--- config.mk ---
export PLATFORM = sky130hd
export DESIGN_NAME = uart_tx_fifo
export DESIGN_NICKNAME = d
export VERILOG_FILES = /design/src/rtl/uart_tx_fifo.sv
export SDC_FILE = /design/constraint.sdc
export NUM_CORES = 1
export LEC_CHECK = 0
export CORE_ASPECT_RATIO = 0.9
export CORE_UTILIZATION = 55
export CTS_CLUSTER_SIZE = 10
export DETAILED_ROUTE_END_ITERATION = 7
export GPL_TIMING_DRIVEN = 0
export PLACE_DENSITY = 0.75
export RECOVER_POWER = 100
export SLEW_MARGIN = 25
export SYNTH_ARGS = -nofsm -noshare
export SYNTH_HDL_FRONTEND = slang
export SYNTH_SLANG_ARGS = --single-unit
--- constraint.sdc ---
create_clock -name clk -period 2.66 [get_ports clk]
set_input_delay 0.532 -clock clk [delete_from_list [all_inputs] [get_ports clk]]
set_output_delay 0.532 -clock clk [all_outputs]
set_load 0.005 [all_outputs]
--- src/rtl/uart_tx_fifo.sv ---
// Buffered 8N1 UART transmitter: a small write FIFO fed by the CPU I/O decode,
// drained by a baud-timed shifter that drives txd LSB-first from a register.
module uart_tx_fifo #(
    parameter int CLKS_PER_BIT = 22,
    parameter int FIFO_AW      = 4
) (
    input  logic               clk,
    input  logic               nreset,
    input  logic [7:0]         wr_data,
    input  logic               wr_en,
    output logic               full,
    output logic               empty,
    output logic [FIFO_AW:0]   level,
    output logic               overflow,
    input  logic               ovf_clr,
    output logic               tx_busy,
    output logic               txd
);

    localparam int          DEPTH    = 1 << FIFO_AW;
    localparam logic [15:0] LAST_CNT = 16'(CLKS_PER_BIT - 1);

    typedef enum logic [1:0] {
        ST_IDLE  = 2'd0,
        ST_START = 2'd1,
        ST_DATA  = 2'd2,
        ST_STOP  = 2'd3
    } state_t;

    // FIFO storage and pointers (extra MSB distinguishes full from empty)
    logic [7:0]       r_mem [DEPTH];
    logic [FIFO_AW:0] r_wr_ptr;
    logic [FIFO_AW:0] r_rd_ptr;
    logic [FIFO_AW:0] r_level;
    logic             r_full;
    logic             r_empty;
    logic             r_ovf;

    // Shifter state
    state_t           r_state;
    logic [15:0]      r_baud;
    logic [2:0]       r_bit_idx;
    logic [7:0]       r_shift;
    logic             r_txd;
    logic             r_busy;

    // Next-state wires
    logic             w_push;
    logic             w_pop;
    logic [FIFO_AW:0] w_wr_ptr_nxt;
    logic [FIFO_AW:0] w_rd_ptr_nxt;
    logic [FIFO_AW:0] w_level_nxt;
    state_t           w_state_nxt;
    logic [15:0]      w_baud_nxt;
    logic [2:0]       w_bit_nxt;
    logic [7:0]       w_shift_nxt;
    logic             w_txd_nxt;

    // Full is judged on the pre-edge occupancy, so a same-edge pop never frees room
    assign w_push       = wr_en & ~r_full;
    assign w_wr_ptr_nxt = w_push ? (r_wr_ptr + {{FIFO_AW{1'b0}}, 1'b1}) : r_wr_ptr;
    assign w_rd_ptr_nxt = w_pop  ? (r_rd_ptr + {{FIFO_AW{1'b0}}, 1'b1}) : r_rd_ptr;
    assign w_level_nxt  = w_wr_ptr_nxt - w_rd_ptr_nxt;

    assign full     = r_full;
    assign empty    = r_empty;
    assign level    = r_level;
    assign overflow = r_ovf;
    assign tx_busy  = r_busy;
    assign txd      = r_txd;

    // FIFO data array; contents need no reset because the pointers define validity
    always_ff @(posedge clk) begin
        if (w_push) begin
            r_mem[r_wr_ptr[FIFO_AW-1:0]] <= wr_data;
        end
    end

    // FIFO pointers, registered occupancy flags and sticky overflow
    always_ff @(posedge clk or negedge nreset) begin
        if (!nreset) begin
            r_wr_ptr <= '0;
            r_rd_ptr <= '0;
            r_level  <= '0;
            r_full   <= 1'b0;
            r_empty  <= 1'b1;
            r_ovf    <= 1'b0;
        end else begin
            r_wr_ptr <= w_wr_ptr_nxt;
            r_rd_ptr <= w_rd_ptr_nxt;
            r_level  <= w_level_nxt;
            r_full   <= (w_level_nxt == (FIFO_AW+1)'(DEPTH));
            r_empty  <= (w_level_nxt == '0);
            if (wr_en && r_full) begin
                r_ovf <= 1'b1;
            end else if (ovf_clr) begin
                r_ovf <= 1'b0;
            end
        end
    end

    // Shifter next-state logic: baud counting, bit sequencing and FIFO pop
    always_comb begin
        w_state_nxt = r_state;
        w_baud_nxt  = r_baud;
        w_bit_nxt   = r_bit_idx;
        w_shift_nxt = r_shift;
        w_pop       = 1'b0;
        case (r_state)
            ST_IDLE: begin
                w_baud_nxt = 16'd0;
                if (!r_empty) begin
                    w_pop       = 1'b1;
                    w_shift_nxt = r_mem[r_rd_ptr[FIFO_AW-1:0]];
                    w_state_nxt = ST_START;
                end else begin
                    w_state_nxt = ST_IDLE;
                end
            end
            ST_START: begin
                if (r_baud == LAST_CNT) begin
                    w_baud_nxt  = 16'd0;
                    w_bit_nxt   = 3'd0;
                    w_state_nxt = ST_DATA;
                end else begin
                    w_baud_nxt = r_baud + 16'd1;
                end
            end
            ST_DATA: begin
                if (r_baud == LAST_CNT) begin
                    w_baud_nxt  = 16'd0;
                    w_shift_nxt = {1'b0, r_shift[7:1]};
                    if (r_bit_idx == 3'd7) begin
                        w_bit_nxt   = 3'd0;
                        w_state_nxt = ST_STOP;
                    end else begin
                        w_bit_nxt = r_bit_idx + 3'd1;
                    end
                end else begin
                    w_baud_nxt = r_baud + 16'd1;
                end
            end
            ST_STOP: begin
                if (r_baud == LAST_CNT) begin
                    w_baud_nxt  = 16'd0;
                    w_state_nxt = ST_IDLE;
                end else begin
                    w_baud_nxt = r_baud + 16'd1;
                end
            end
            default: begin
                w_baud_nxt  = 16'd0;
                w_bit_nxt   = 3'd0;
                w_state_nxt = ST_IDLE;
            end
        endcase
    end

    // Line level for the upcoming cycle, decoded from the next state so txd is a clean flop
    always_comb begin
        w_txd_nxt = 1'b1;
        case (w_state_nxt)
            ST_START: w_txd_nxt = 1'b0;
            ST_DATA:  w_txd_nxt = w_shift_nxt[0];
            default:  w_txd_nxt = 1'b1;
        endcase
    end

    // Shifter state register; reset aborts any frame and parks the line high
    always_ff @(posedge clk or negedge nreset) begin
        if (!nreset) begin
            r_state   <= ST_IDLE;
            r_baud    <= 16'd0;
            r_bit_idx <= 3'd0;
            r_shift   <= 8'd0;
            r_txd     <= 1'b1;
            r_busy    <= 1'b0;
        end else begin
            r_state   <= w_state_nxt;
            r_baud    <= w_baud_nxt;
            r_bit_idx <= w_bit_nxt;
            r_shift   <= w_shift_nxt;
            r_txd     <= w_txd_nxt;
            r_busy    <= (w_state_nxt != ST_IDLE);
        end
    end

endmodule

Word-level counts from Yosys, hierarchy flattened
Memory sizes are Yosys's and may differ from the RTL's.
Index checks and enable logic that the tools add are counted.
- logic and storage cells: 66
- memories kept: 1
- register bits: 49
- bits in writable memories: 128
- output and inout bits: 10
- multiplexer cells: 24
- add/sub/neg operators: 5
- bitwise operators: 2
- equal/unequal tests: 11
- reductions and logical operators: 10
- memory list (name ; depth ; bits a word ; rd ports ; clocked after Yosys merged registers in ; write ports ; line ; text):
    r_mem ; 16 ; 8 ; 1 ; 0 ; 1 ; 31 ; logic [7:0] r_mem [DEPTH];
- operator list (operator ; number):
    16-bit one-hot mux with 2 select lines ; 1
    16-bit by 1-bit adder with 16-bit output (second input constant) ; 1
    16-bit by 5-bit == test with 1-bit output (second input constant) ; 1
    16-bit two-way mux ; 1
    8-bit two-way mux ; 2
    8-bit one-hot mux with 2 select lines ; 1
    5-bit by 1-bit adder with 5-bit output (second input constant) ; 2
    5-bit two-way mux ; 2
    3-bit two-way mux ; 3
    2-bit two-way mux ; 4
    2-bit one-hot mux with 4 select lines ; 1
    2-bit nonzero test ; 4
    1-bit two-way mux ; 7
    2-bit == test (second input constant) ; 3
    2-bit inequality test (second input constant) ; 3
    3-bit one-hot mux with 2 select lines ; 1
    3-bit AND reduction ; 2
    5-bit == test (second input constant) ; 1
    5-bit zero test ; 1
    5-bit subtractor ; 1
    2-bit by 1-bit == test with 1-bit output (second input constant) ; 2
    3-bit by 1-bit adder with 3-bit output (second input constant) ; 1
    3-bit == test (second input constant) ; 1
    3-bit OR reduction ; 1
    5 further kinds ; 5

Depth between registers and ports, before layout
- word-level depth: 6
- depth in mapped cells: 13

Worst setup path before layout
OpenSTA, ideal clock, no wires.
- kind: flip-flop to flip-flop
- from: register r_state[0]
- to: register r_empty (netlist: empty)
- data arrival time: 2478 ps
- required time: 2563 ps
- library setup time: 97 ps
- path buffers: 1
- setup slack: 85 ps
- cell stages (with the launch flop): 12
- cell sequence: dfrtp_1 or3_1 buf_2 xnor2_1 ha_1 fa_1 inv_1 a21o_1 a21oi_1 xnor2_1 xnor2_1 nor4_1
- longest elaborated chain between the ends: 5
- ends and longest elaborated chain (element ; line ; text):
    from (decl) ; 40 ; state_t r_state;
    from (signal assigned) ; 179 ; r_state <= w_state_nxt;
    2-bit zero test ; 109 ; case (r_state)
    1-bit two-way mux ; 109 ;
    5-bit two-way mux ; 62 ; assign w_rd_ptr_nxt = w_pop ? (r_rd_ptr + {{FIFO_AW{1'b0}}, 1'b1}) : r_rd_ptr;
    named net w_rd_ptr_nxt[0] ; 51 ; logic [FIFO_AW:0] w_rd_ptr_nxt;
    5-bit subtractor ; 63 ; assign w_level_nxt = w_wr_ptr_nxt - w_rd_ptr_nxt;
    named net w_level_nxt[4] ; 52 ; logic [FIFO_AW:0] w_level_nxt;
    5-bit zero test ; 93 ; r_empty <= (w_level_nxt == '0);
    to (signal assigned) ; 93 ;
    to (decl) ; 36 ; logic r_empty;
The timed path passes the listed nets, and every way through them passes these cells.
A chain may end at the register's enable or synchronous reset.

Worst setup path after layout
- from: register r_state[0]
- to: register r_full (netlist: full)
- longest elaborated chain between the ends: 5
- ends and longest elaborated chain (element ; line ; text):
    2-bit zero test ; 109 ;
    1-bit two-way mux ; 109 ;
    5-bit two-way mux ; 62 ;
    5-bit subtractor ; 63 ;
    named net w_level_nxt[4] ; 52 ;
    5-bit == test ; 92 ; r_full <= (w_level_nxt == (FIFO_AW+1)'(DEPTH));
    to (signal assigned) ; 92 ;
    to (decl) ; 35 ; logic r_full;
The timed path passes the listed nets, and every way through them passes these cells.

==> results.py <==
metrics = {
    "setup_path": {
        "critPathMaxFanout": 5,
        "crit_path_max_incr_delay_ns": 0.44,
        "reg2reg_slack_ns": 0.06,
        "path_cells": "nor3_4, buf_4, nand2_1, xor2_1, ha_1, a21o_1, a21oi_2, xnor2_1, xnor2_1, nor4b_4",
        "path_class": "flip-flop to flip-flop",
        "r2r-start": "r_state[0]",
        "cp_slowest_cell": "dfrtp_2",
        "cp_common_cell": "xnor2_1",
        "cp.required_ns": 3.01,
        "cp-startpoint": "r_state[0]",
        "r2r_cells": 10,
        "r2r-end": "full",
        "cp.arrival_ns": 2.94,
        "end_kind": "flip-flop",
        "cp-start-kind": "flip-flop",
    },
    "clock_network": {
        "insertion_delay_ns": 0.44,
        "cts_made_buffers": 17,
        "hold_buffers": 0,
        "cts_buffer_depth": 2,
        "clkSlewWorstSetupHoldPaths_ns": 0.08,
        "clock-root-buffer": "clkbuf_16",
        "clock-sinks": 177,
        "h-tree-depth": 4,
        "cts_tree": "done",
    },
    "route": {
        "vias": 4182,
        "drc": 2,
        "drtPass1Iterations": 7,
        "antenna_left": 0,
        "avgViaCountPerCell": 6.03,
        "drtIter0Drc": 365,
        "routed_wl_um": 14900,
        "wl_per_cell_um": 21.5,
    },
    "outcome": {
        "status": "finished with violations",
        "failed_checks": "DRC",
    },
    "sta": {
        "hold_ws_ns": 0.331,
        "final_hold_viol_count": 0,
        "final.setup_skew_ns": 0.0158,
        "period_needed_ns": 2.60,
        "maxSlewHeadroom_pct": 20.5,
        "drv_slew": 0,
        "tns_ns": 0,
        "fmax_ghz": 0.385,
        "rsz0062_at_grt": "yes",
        "worst_slew_pin_slew_ns": 1.19,
        "min_period_over_period_pct": 97.6,
        "setup-violations-final": 0,
    },
    "cells_and_area": {
        "drive_gt1_share_pct": 21.1,
        "final_nets": 538,
        "mostFrequentLayoutCell": "edfxtp_1",
        "area_growth_syn_to_layout_pct": 16.5,
        "layout_common_cells": "edfxtp_1, dfrtp_1, nor2_1",
        "multi_input_area_sq_um": 2260,
        "num-fill-cells": 908,
        "seqCellArea_sq_um": 5070,
        "n_antenna_cell": 0,
    },
    "global_route": {
        "grtUsageMet1_pct": 30.0,
        "grt_use_total_pct": 23.0,
        "use_met3_pct": 6.05,
        "grtUsageMet2_pct": 37.5,
        "first_global_vias": 4118,
        "grt_start_max_net_pins": 50,
        "antenna_found_initial": 0,
        "grt_first_pass_wirelength_um": 23200,
        "grt-ovfl-total": 0,
        "grt-busiest-layer": "met2",
    },
    "floorplanning": {
        "initial_core_util_pct": 56.1,
        "ioPinCount": 22,
        "core_area_sq_um": 13300,
        "placementRows": 40,
        "die_h_um": 113,
        "die_area_sq_um": 14000,
        "die_x_um": 125,
    },
    "logic_synthesis": {
        "synthTopCellsByArea": "edfxtp_1, dfrtp_1, mux4_2",
        "yosysTopAreaCell": "edfxtp_1",
        "ys_warn_count": 0,
        "ys.flop_type": "edfxtp_1",
        "synth_top_area_share_pct": 51.5,
        "syn-cell-area_sq_um": 7470,
        "yosysUniqueCellTypes": 49,
        "synth_edf_count": 128,
        "synthCells": 459,
        "async_reset_ff_share_pct": 27.7,
        "synth_nets": 485,
        "yosys_register_bits": 177,
        "yosysSeqAreaShare_pct": 67.9,
        "avgSynthCellArea_sq_um": 16.3,
    },
    "power": {
        "p_leak_nw": 3.15,
        "clkPwrFrac_pct": 35.4,
        "p_per_area_nw_per_um2": 823,
        "pwr-share-comb_pct": 17.5,
        "intPower_mw": 5.19,
        "p_switching_mw": 1.97,
        "total_power_mw": 7.16,
        "swShare_pct": 27.5,
        "irDropWorstVdd_mv": 0.601,
        "power_frac_seq_pct": 47.0,
    },
    "placed_design": {
        "numPortBuffers": 21,
        "gp_congestion": 0.811,
        "dp_hpwl_um": 9550,
    },
    "job": {
        "maxCapViolCount": 0,
    },
    "worst_hold_path": {
        "worstHoldPathType": "input port to asynchronous set/reset pin",
    },
}
-- through the flow --
step	instances	area [sq um]	util [%]	worst slack, ns
finish	693	8700	65.3	0.0643
global placement	648	7890	59.2	-0.716
detailed placement	650	7920	59.5	-0.801
CTS	685	8660	65.0	-0.0332
global route	693	8700	65.3	-0.0666
floorplan	459	7470	-	0.0851
-- worst max path at each step --
| stage | slack [ns] | end |
|---|---|---|
| global placement | -0.72 | full |
| global route | -0.07 | full |
| floorplan | 0.09 | empty |
| CTS | -0.03 | full |
| finish | 0.06 | full |
| detailed placement | -0.80 | empty |
-- power groups by stage --
stage | combinational, mW | sequential, mW | clock (mW)
final | 1.26 | 3.37 | 2.54
after global routing | 1.38 | 3.39 | 2.67
after CTS | 1.24 | 3.37 | 2.56
after detailed placement | 1.10 | 3.42 | 0
after global placement | 1.05 | 3.41 | 0
after floorplan | 0.703 | 3.40 | 0
-- area by class of cell --
cell class              count  share of cell area [%]
repair buffers             37                    3.73
well taps                 168                    2.42
flip-flops and latches    177                    58.4
inverters                  18                   0.777
clock inverters            15                    2.19
multi-input cells         241                    25.9
clock buffers              17                    4.89
plain buffers              20                    1.70
-- Yosys cell counts (4+ instances only) --
master and number:
o21ai_0 4, edfxtp_1 128, a221o_1 6, nand3_1 7, nand2b_1 4, xor2_1 9, buf_2 8, nor2b_1 14
ha_1 13, dfrtp_1 47, a211oi_1 12, mux2i_1 8, xnor2_1 18, mux4_1 7, nor3_1 8, mux4_2 24
nand4_1 4, nor2_1 35, inv_1 18, a21oi_1 7, clkbuf_1 7, and3_1 5, nand2_1 22
-- layer usage --
layer | up-vias | share of wire, %
li1 | 1853 | -
met1 | 2149 | 43
met2 | 150 | 49
met3 | 30 | 5.2
met4 | 0 | 2.3
met5 | - | 0
-- registers in the layout, summed over array words and instances, names as in the netlist --
signal,count
empty,1
r_bit_idx,3
overflow,1
r_baud,16
full,1
r_wr_ptr,5
tx_busy,1
r_state,2
r_rd_ptr,5
level,5
txd,1
r_mem,128
r_shift,8
-- cells by family after synthesis --
family,synth area share (%)
AOI/OAI and AO/OA,4.02
DFF,67.9
adders and majority gates,2.45
xor gates and xnor gates,3.17
and+or+nand+nor,8.43
buffers and inverters,2.93
muxes,11.1
-- critical path, delay by kind of cell (launching register included) --
family	cells	cell delay (ns)
DFF	1	0.44
xor gates and xnor gates	3	0.52
adders and majority gates	1	0.35
and+or+nand+nor	3	0.66
buffers and inverters	1	0.18
AOI/OAI and AO/OA	2	0.35
-- what timing repair did --
action | CTS | global route
setup buffers | 4 | 10
resized for setup | 23 | 6
setup endpoints to repair | 6 | 3
pin swaps | 10 | 5
endpoints found under the hold margin | 0 | 0
Note: power is estimated with default switching activity, not from simulation.
